`config.mk`:
```
export PLATFORM = sky130hd
export DESIGN_NAME = stream_demux
export DESIGN_NICKNAME = d
export VERILOG_FILES = /design/src/rtl/demux_pkg.sv /design/src/rtl/demux_slot.sv /design/src/rtl/stream_demux.sv
export SDC_FILE = /design/constraint.sdc
export NUM_CORES = 1
export LEC_CHECK = 0
export ABC_AREA = 1
export BUFFER_PORTS_ARGS = -buffer_cell sky130_fd_sc_hd__buf_2
export CAP_MARGIN = 20
export CORE_ASPECT_RATIO = 0.75
export CORE_MARGIN = 4
export CORE_UTILIZATION = 42
export DETAILED_ROUTE_END_ITERATION = 10
export HOLD_SLACK_MARGIN = 0.06
export PLACE_DENSITY_LB_ADDON = 0.25
export SYNTH_ARGS = -nofsm -noshare
export SYNTH_HDL_FRONTEND = slang
export SYNTH_HIERARCHICAL = 1
export SYNTH_SLANG_ARGS = --single-unit
```
`constraint.sdc`:
```
create_clock -name clk -period 1.1 [get_ports clk]
set_input_delay 0 -clock clk [delete_from_list [all_inputs] [get_ports clk]]
set_output_delay 0 -clock clk [all_outputs]
set_load 0.005 [all_outputs]
```
`src/rtl/demux_pkg.sv`:
```
`default_nettype none
// +------------------------------------------------------------------+
// | Module   : demux_pkg                                             |
// | Brief    : Shared constants and slot state type for stream_demux |
// | Revision : 1.0 - initial release                                 |
// +------------------------------------------------------------------+
package demux_pkg;

  localparam int DEF_DW  = 8;
  localparam int DEF_NCH = 4;

  // One-entry slot occupancy
  typedef enum logic [0:0] {
    EMPTY = 1'b0,
    FULL  = 1'b1
  } slot_state_t;

endpackage
`default_nettype wire

```
`src/rtl/demux_slot.sv`:
```
`default_nettype none
// +------------------------------------------------------------------+
// | Module   : demux_slot                                            |
// | Brief    : One-entry holding register for a single output        |
// |            channel. A load always wins over a drain, so a slot   |
// |            being emptied and refilled in the same cycle stays    |
// |            FULL with the new word.                               |
// | Revision : 1.0 - initial release                                 |
// +------------------------------------------------------------------+
module demux_slot
  import demux_pkg::*;
#(
  parameter int DW = DEF_DW
) (
  input  logic          clk,
  input  logic          rst_n,
  input  logic          load,
  input  logic [DW-1:0] load_data,
  input  logic          take,
  output logic [DW-1:0] data,
  output logic          valid,
  output logic          free
);

  slot_state_t state;

  // Occupancy and payload; payload only changes on a load so it holds while FULL
  always_ff @(posedge clk or negedge rst_n) begin
    if (!rst_n) begin
      state <= EMPTY;
      data  <= '0;
    end else if (load) begin
      state <= FULL;
      data  <= load_data;
    end else if (state == FULL && take) begin
      state <= EMPTY;
    end
  end

  assign valid = (state == FULL);
  // Free this cycle if empty or the held word is leaving right now
  assign free  = (state == EMPTY) || take;

endmodule
`default_nettype wire

```
`src/rtl/stream_demux.sv`:
```
`default_nettype none
// +------------------------------------------------------------------+
// | Module   : stream_demux                                          |
// | Brief    : Routes a valid/ready stream to one of NCH channels,   |
// |            each with a one-entry slot. Out-of-range selects are  |
// |            accepted, discarded and counted.                      |
// | Options  : STREAM_DEMUX_BCAST_EN adds in_bcast, which loads the  |
// |            word into every channel at once.                      |
// | Revision : 1.0 - initial release                                 |
// +------------------------------------------------------------------+
module stream_demux
  import demux_pkg::*;
#(
  parameter int DW  = DEF_DW,
  parameter int NCH = DEF_NCH,
  parameter int SW  = $clog2(NCH)
) (
  input  logic              clk,
  input  logic              rst_n,
  input  logic [DW-1:0]     in_data,
  input  logic [SW-1:0]     in_sel,
  input  logic              in_valid,
  output logic              in_ready,
  output logic [NCH*DW-1:0] out_data,
  output logic [NCH-1:0]    out_valid,
  input  logic [NCH-1:0]    out_ready,
`ifdef STREAM_DEMUX_BCAST_EN
  input  logic              in_bcast,
`endif
  output logic              err_sel,
  output logic [7:0]        drop_cnt
);

  // Free vector padded to the full select range so any in_sel indexes safely
  localparam int            NPAD  = 1 << SW;
  localparam logic [SW:0]   NCH_W = (SW+1)'(NCH);

  logic            bcast;
  logic [NCH-1:0]  slot_free;
  logic [NCH-1:0]  slot_load;
  logic [NPAD-1:0] free_pad;
  logic            sel_ok;
  logic            ready_sel;
  logic            accept;
  logic            drop;

`ifdef STREAM_DEMUX_BCAST_EN
  assign bcast = in_bcast;
`else
  assign bcast = 1'b0;
`endif

  assign free_pad  = NPAD'(slot_free);
  assign sel_ok    = ({1'b0, in_sel} < NCH_W);
  // Bad selects are always taken so they can never stall the stream
  assign ready_sel = sel_ok ? free_pad[in_sel] : 1'b1;
  assign in_ready  = bcast ? (&slot_free) : ready_sel;
  assign accept    = in_valid && in_ready;
  assign drop      = accept && !bcast && !sel_ok;

  for (genvar k = 0; k < NCH; k++) begin : g_slot
    assign slot_load[k] = accept && (bcast || (in_sel == SW'(k)));

    demux_slot #(
      .DW(DW)
    ) u_slot (
      .clk       (clk),
      .rst_n     (rst_n),
      .load      (slot_load[k]),
      .load_data (in_data),
      .take      (out_ready[k]),
      .data      (out_data[k*DW +: DW]),
      .valid     (out_valid[k]),
      .free      (slot_free[k])
    );
  end

  // Error pulse one cycle after a discarded word; drop counter saturates at 255
  always_ff @(posedge clk or negedge rst_n) begin
    if (!rst_n) begin
      err_sel  <= 1'b0;
      drop_cnt <= 8'd0;
    end else begin
      err_sel <= drop;
      if (drop && drop_cnt != 8'hFF) begin
        drop_cnt <= drop_cnt + 8'd1;
      end
    end
  end

endmodule
`default_nettype wire

```
==> results of run 1 <==
## worst max-delay path: stages, from the launching register on
cell and delay [ns]:
dfrtp_1 0.41, nand2_2 0.10, nand2_2 0.05, nand2_2 0.08, nand2_2 0.07, nand2_4 0.07
nand2_4 0.07, nor2_4 0.14, buf_4 0.14, clkbuf_16 0.12, nand2_1 0.04, nand2_1 0.06
## registers in the layout (all words and copies together) (netlist names)
name	count
g_slot.u_slot/data	32
g_slot.u_slot/valid	4
## worst max-delay path by stage
stage	start	endpoint	slack [ns]	depth (start not counted)
2_1_floorplan	g_slot[0].u_slot/valid	g_slot[3].u_slot/data[0]	-0.11	11
3_3_place_gp	g_slot[3].u_slot/valid	g_slot[3].u_slot/data[7]	-0.19	11
3_5_place_dp	g_slot[3].u_slot/valid	g_slot[3].u_slot/data[5]	-0.21	11
4_1_cts	g_slot[3].u_slot/valid	g_slot[2].u_slot/data[1]	-0.20	11
5_1_grt	g_slot[1].u_slot/valid	g_slot[3].u_slot/data[1]	-0.39	11
6_report	g_slot[1].u_slot/valid	g_slot[3].u_slot/data[5]	-0.31	11
## stage by stage
stage	hold WS (ns)	instances	util [%]	power [mW]	area (um^2)
after floorplan	-0.296	190	-	2.02	1580
after global placement	-0.0253	291	56.3	2.40	1910
after detailed placement	-0.0252	291	56.3	2.43	1910
after CTS	-0.0155	314	64.8	3.45	2200
after global routing	-0.00703	323	71.0	3.77	2420
final	-0.0116	323	71.0	3.55	2420
## cell families after synthesis
kind of cell / after synthesis
buf+inv: 25
flops: 36
other cells: 1
simple gates: 120
## routing by layer
metal	part of all wire (%)	track usage, %
met5	0	0
met4	0.71	5.58
met3	5.9	5.12
met2	45	27.2
met1	48	23.5
## area by class of cell
class                   count  area [um^2]  area share [%]
repair inverters            2         20.0           0.829
flip-flops and latches     36          901            37.3
well taps                  50         62.6            2.59
multi-input cells         129          627            25.9
repair buffers             86          641            26.5
clock buffers               8         90.1            3.73
inverters                  12         75.1            3.11
## power by group
part | internal, mW | leakage, nW | switching (mW)
sequential | 1.57 | 0.453 | 0.163
combinational | 0.440 | 0.870 | 0.425
clock | 0.511 | 0.0455 | 0.437
total | 2.52 | 1.37 | 1.03
## placed cells by master (no fill, tap or decap), types with 3 or more instances in the layout
cell / count
buf_2: 52
buf_4: 12
nand2_2: 31
dfrtp_1: 36
dlygate4sd3_1: 9
nand2_1: 79
nand2_4: 6
clkbuf_8: 6
inv_1: 4
buf_12: 3
buf_6: 8
conb_1: 9
inv_2: 3
## repair_timing
item / in CTS / in global routing
hold endpoints to repair: 69 / 5
resized for setup: 22 / 34
setup buffers: 7 / 5
pin swaps: 11 / 11
hold buffers: 8 / 1
endpoints found under the setup margin: 37 / 37
cloned: 0 / 4
==> impl_metrics.json, run 1 <==
{
  "synth_simple_gate_area_share_pct": 30.7,
  "syn_inst": 182,
  "cp-end-kind": "flop",
  "peakVddDrop_mv": 1.07,
  "antenna_found_initial": 0,
  "synthTopCellsByCount": "110 x nand2_1, 36 x dfrtp_1, 9 x buf_4",
  "yosys_warnings": 6,
  "fin_setup_tns_ns": -8.94,
  "synth_compound_area_share_pct": 0,
  "drt_iter0_drc": 82,
  "ff2ff_path_depth": 11,
  "firstDrtPassIters": 4,
  "avgSynthCellArea_um2": 8.42,
  "worst_hold_slack_ns": -0.0116,
  "synth_fa_ha_area_share_pct": 0,
  "synth_top_family_by_area": "simple AND/OR/NAND/NOR gates",
  "final_nets": 289,
  "seq_area_frac_synth_pct": 58.8,
  "start_kind": "flop",
  "cts_buffers": 5,
  "period_needed_ns": 1.41,
  "max_freq_ghz": 0.709,
  "layout_setup_ws_ns": -0.310,
  "worstPathRequired_ns": 1.31,
  "wire_per_inst_um": 13.0,
  "routed_wl_um": 4210,
  "die_h_um": 60.3,
  "cts_tree": "yes",
  "ys_ff_latch": 36,
  "synthArstFlopShare_pct": 100,
  "post-place-ws_ns": -0.208,
  "postRouteAntennaNets": 0,
  "drc_errors": 0,
  "holdPathStages": 4,
  "max_cap_violations": 0,
  "initial_core_util_pct": 45.1,
  "violations": "hold timing, setup timing",
  "path_max_fanout": 4,
  "hold_end": "g_slot[0].u_slot/valid",
  "yosysUniqueCellTypes": 11,
  "cts.sinks": 36,
  "r2r_setup_slack_ns": -0.31,
  "synth_mux_area_share_pct": 0,
  "crit_arrival_ns": 1.62,
  "vias_per_cell": 4.47,
  "grt_pass1_vias": 1264,
  "fp-row-count": 18,
  "synth-main-ff-cell": "dfrtp_1",
  "synthTopCellsByArea": "dfrtp_1 59%, nand2_1 27%, buf_4 4.4%",
  "crit_type": "reg2reg",
  "status": "finished with violations",
  "power_leakage_nw": 1.37,
  "drive_gt1_share_pct": 48.0,
  "final-hold-violation-count": 1,
  "htreeDepth": 2,
  "yosysTopAreaCellShare_pct": 58.8,
  "ios": 63,
  "die_x_um": 77.8,
  "grt-ovfl-total": 0,
  "synth_xor_xnor_area_share_pct": 0,
  "gp_congestion": 0.789,
  "core_um2": 3400,
  "insertion_delay_ns": 0.28,
  "power_density_nw_per_um2": 1470,
  "gr-usage-all-layers_pct": 17.4,
  "path_clk_slew_ns": 0.07,
  "grt_max_degree": 37,
  "dp_hpwl_um": 2730,
  "cts_root_buf": "clkbuf_8",
  "setup_viol": 37,
  "final.period_utilization_pct": 128,
  "io_buffers": 53,
  "yosysMostFrequentCell": "nand2_1",
  "yosys.area.top_type": "dfrtp_1",
  "r2r_end": "g_slot[3].u_slot/data[5]",
  "final_max_slew_viol_count": 0,
  "syn-cell-area_um2": 1530,
  "antenna_cells": 0,
  "worst_clock_skew_ns": 0.00693,
  "hold_start": "out_ready[0]",
  "rr_startpoint": "g_slot[1].u_slot/valid",
  "die-area_um2": 4690,
  "clockBufferDepth": 2,
  "area_growth_pct": 57.6,
  "grt_pass1_wl_um": 6060,
  "n_fill_cell": 265,
  "synth_edf_count": 0,
  "vias": 1443,
  "rsz0062_at_grt": "yes",
  "hp-class": "in2reg"
}
No activity file was read; power rests on OpenSTA's default activity.
==> inputs of run 2 (changes only) <==
Settings changed: HOLD_SLACK_MARGIN 0.06 to unset.
==> impl_metrics.json, run 2 (synthesis gave the netlist of run 1 again) <==
{
  "crit_type": "reg2reg",
  "hold_start": "out_ready[0]",
  "cts_tree": "yes",
  "firstDrtPassIters": 4,
  "cpPeakStageDelay_ns": 0.41,
  "period_needed_ns": 1.41,
  "comb_power_share_pct": 24.4,
  "path_max_fanout": 4,
  "grt_max_degree": 37,
  "routed_wl_um": 4200,
  "largest-register": "g_slot.u_slot/data",
  "core_um2": 3400,
  "p_int_mw": 2.52,
  "holdPathStages": 4,
  "final_cell_mix": "78 x nand2_1, 52 x buf_2, 36 x dfrtp_1",
  "antenna_found_initial": 0,
  "drive_gt1_share_pct": 48.4,
  "setup.worst_path.start": "g_slot[1].u_slot/valid",
  "htreeDepth": 2,
  "violations": "hold timing, setup timing",
  "hold_end": "g_slot[0].u_slot/valid",
  "crit_family": "simple AND/OR/NAND/NOR gates",
  "place_inst": 291,
  "ios": 63,
  "seqPwrFrac_pct": 48.9,
  "dp_hpwl_um": 2730,
  "setup_viol": 37,
  "ff2ff_path_depth": 11,
  "cp-end-kind": "flop",
  "start_kind": "flop",
  "status": "finished with violations",
  "drc_errors": 0,
  "drt_iter0_drc": 74,
  "critPathBufInv": 2,
  "critPathMostFrequentCell": "nand2_2",
  "final-hold-violation-count": 1,
  "wire_per_inst_um": 13.0,
  "power_leakage_nw": 1.37,
  "max_cap_violations": 0,
  "crit_arrival_ns": 1.63,
  "clockBufferDepth": 2,
  "die-area_um2": 4690,
  "die_x_um": 77.8,
  "post-place-ws_ns": -0.208,
  "vias": 1440,
  "gp_congestion": 0.789,
  "grt_pass1_vias": 1271,
  "vias_per_cell": 4.46,
  "power.share.switching_pct": 28.8,
  "p_switching_mw": 1.02,
  "worst_hold_slack_ns": -0.00988,
  "rr_startpoint": "g_slot[1].u_slot/valid",
  "r2r_end": "g_slot[3].u_slot/data[5]",
  "final_max_slew_viol_count": 0,
  "hp-class": "in2reg",
  "final_common_cell": "nand2_1",
  "cp_slowest_cell": "dfrtp_1",
  "fp-row-count": 18,
  "io_buffers": 53,
  "final_nets": 289,
  "max_freq_ghz": 0.709,
  "gr-usage-all-layers_pct": 17.4,
  "die_h_um": 60.3,
  "cts_buffers": 5,
  "r2r_setup_slack_ns": -0.31,
  "layout_setup_ws_ns": -0.311,
  "largest_reg_flops": 32,
  "fin_setup_tns_ns": -8.96,
  "final.period_utilization_pct": 128,
  "n_fill_cell": 264,
  "insertion_delay_ns": 0.28,
  "area_growth_pct": 57.8,
  "cts.sinks": 36,
  "cts.hold.buffers_added": 9,
  "cts_root_buf": "clkbuf_8",
  "path_clk_slew_ns": 0.07,
  "initial_core_util_pct": 45.1,
  "p_clk_share_pct": 26.7,
  "instances_no_fill": 323,
  "power_density_nw_per_um2": 1470,
  "postRouteAntennaNets": 0,
  "peakVddDrop_mv": 1.07,
  "grt_pass1_wl_um": 6070,
  "crit_chain": "nand2_2 > nand2_2 > nand2_2 > nand2_2 > nand2_4 > nand2_4 > nor2_4 > buf_4 > clkbuf_16 > nand2_1 > nand2_1",
  "worstPathRequired_ns": 1.31,
  "grt-ovfl-total": 0,
  "antenna_cells": 0,
  "rsz0062_at_grt": "yes",
  "worst_clock_skew_ns": 0.00579
}
==> run 2: cell types whose count changed in the layout (fill, tap and decap cells not counted) <==
cell,previous run,this run
nand2_1,79,78
nand2_2,31,32
==> run 2: layout make-up <==
type                            count  area, um^2  area share, %
Inverter                           12        75.1           3.10
Timing Repair Buffer               86         641           26.5
Timing Repair inverter              2        20.0          0.828
Sequential cell                    36         901           37.2
Clock buffer                        8        90.1           3.72
Tap cell                           50        62.6           2.59
Multi-Input combinational cell    129         629           26.0
==> run 2: layer usage <==
metal | global-route usage, % | vias up | part of all wire, %
met4 | 5.58 | 0 | 0.71
met1 | 23.5 | 685 | 47
met2 | 27.3 | 49 | 45
li1 | - | 701 | -
met3 | 5.12 | 5 | 6.6
met5 | 0 | - | 0
==> run 2: power groups by stage <==
stage	Clock, mW	Combinational (mW)	Sequential (mW)
floorplan	0	0.281	1.74
finish	0.946	0.864	1.73
detailed placement	0	0.706	1.72
global route	1.03	0.969	1.77
global placement	0	0.678	1.73
CTS	0.965	0.779	1.71
==> run 2: worst min-delay path: cells and delay by family <==
family,cells,cell delay [ns]
buffers and inverters,2,0.11
AND/OR/NAND/NOR,2,0.12
==> run 2: repair_timing <==
action                                  in CTS  in global routing
endpoints found under the setup margin      37                 37
hold endpoints to repair                    53                  1
resized for setup                           22                 35
pin swaps                                   11                 12
gates cloned                                 0                  4
buffers inserted                             7                  5
==> run 2: how the worst max path moves through the flow <==
stage	to	slack [ns]	cells past startpoint
5_1_grt	g_slot[3].u_slot/data[1]	-0.39	11
4_1_cts	g_slot[2].u_slot/data[1]	-0.20	11
2_1_floorplan	g_slot[3].u_slot/data[0]	-0.11	11
3_5_place_dp	g_slot[3].u_slot/data[5]	-0.21	11
3_3_place_gp	g_slot[3].u_slot/data[7]	-0.19	11
6_report	g_slot[3].u_slot/data[5]	-0.31	11
==> run 2: metrics by stage <==
step	utilization, %	total power [mW]	area (um^2)
after detailed placement	56.3	2.43	1910
final	71.1	3.54	2420
after global routing	71.1	3.77	2420
after CTS	65.1	3.45	2210
after floorplan	-	2.02	1580
after global placement	56.3	2.40	1910
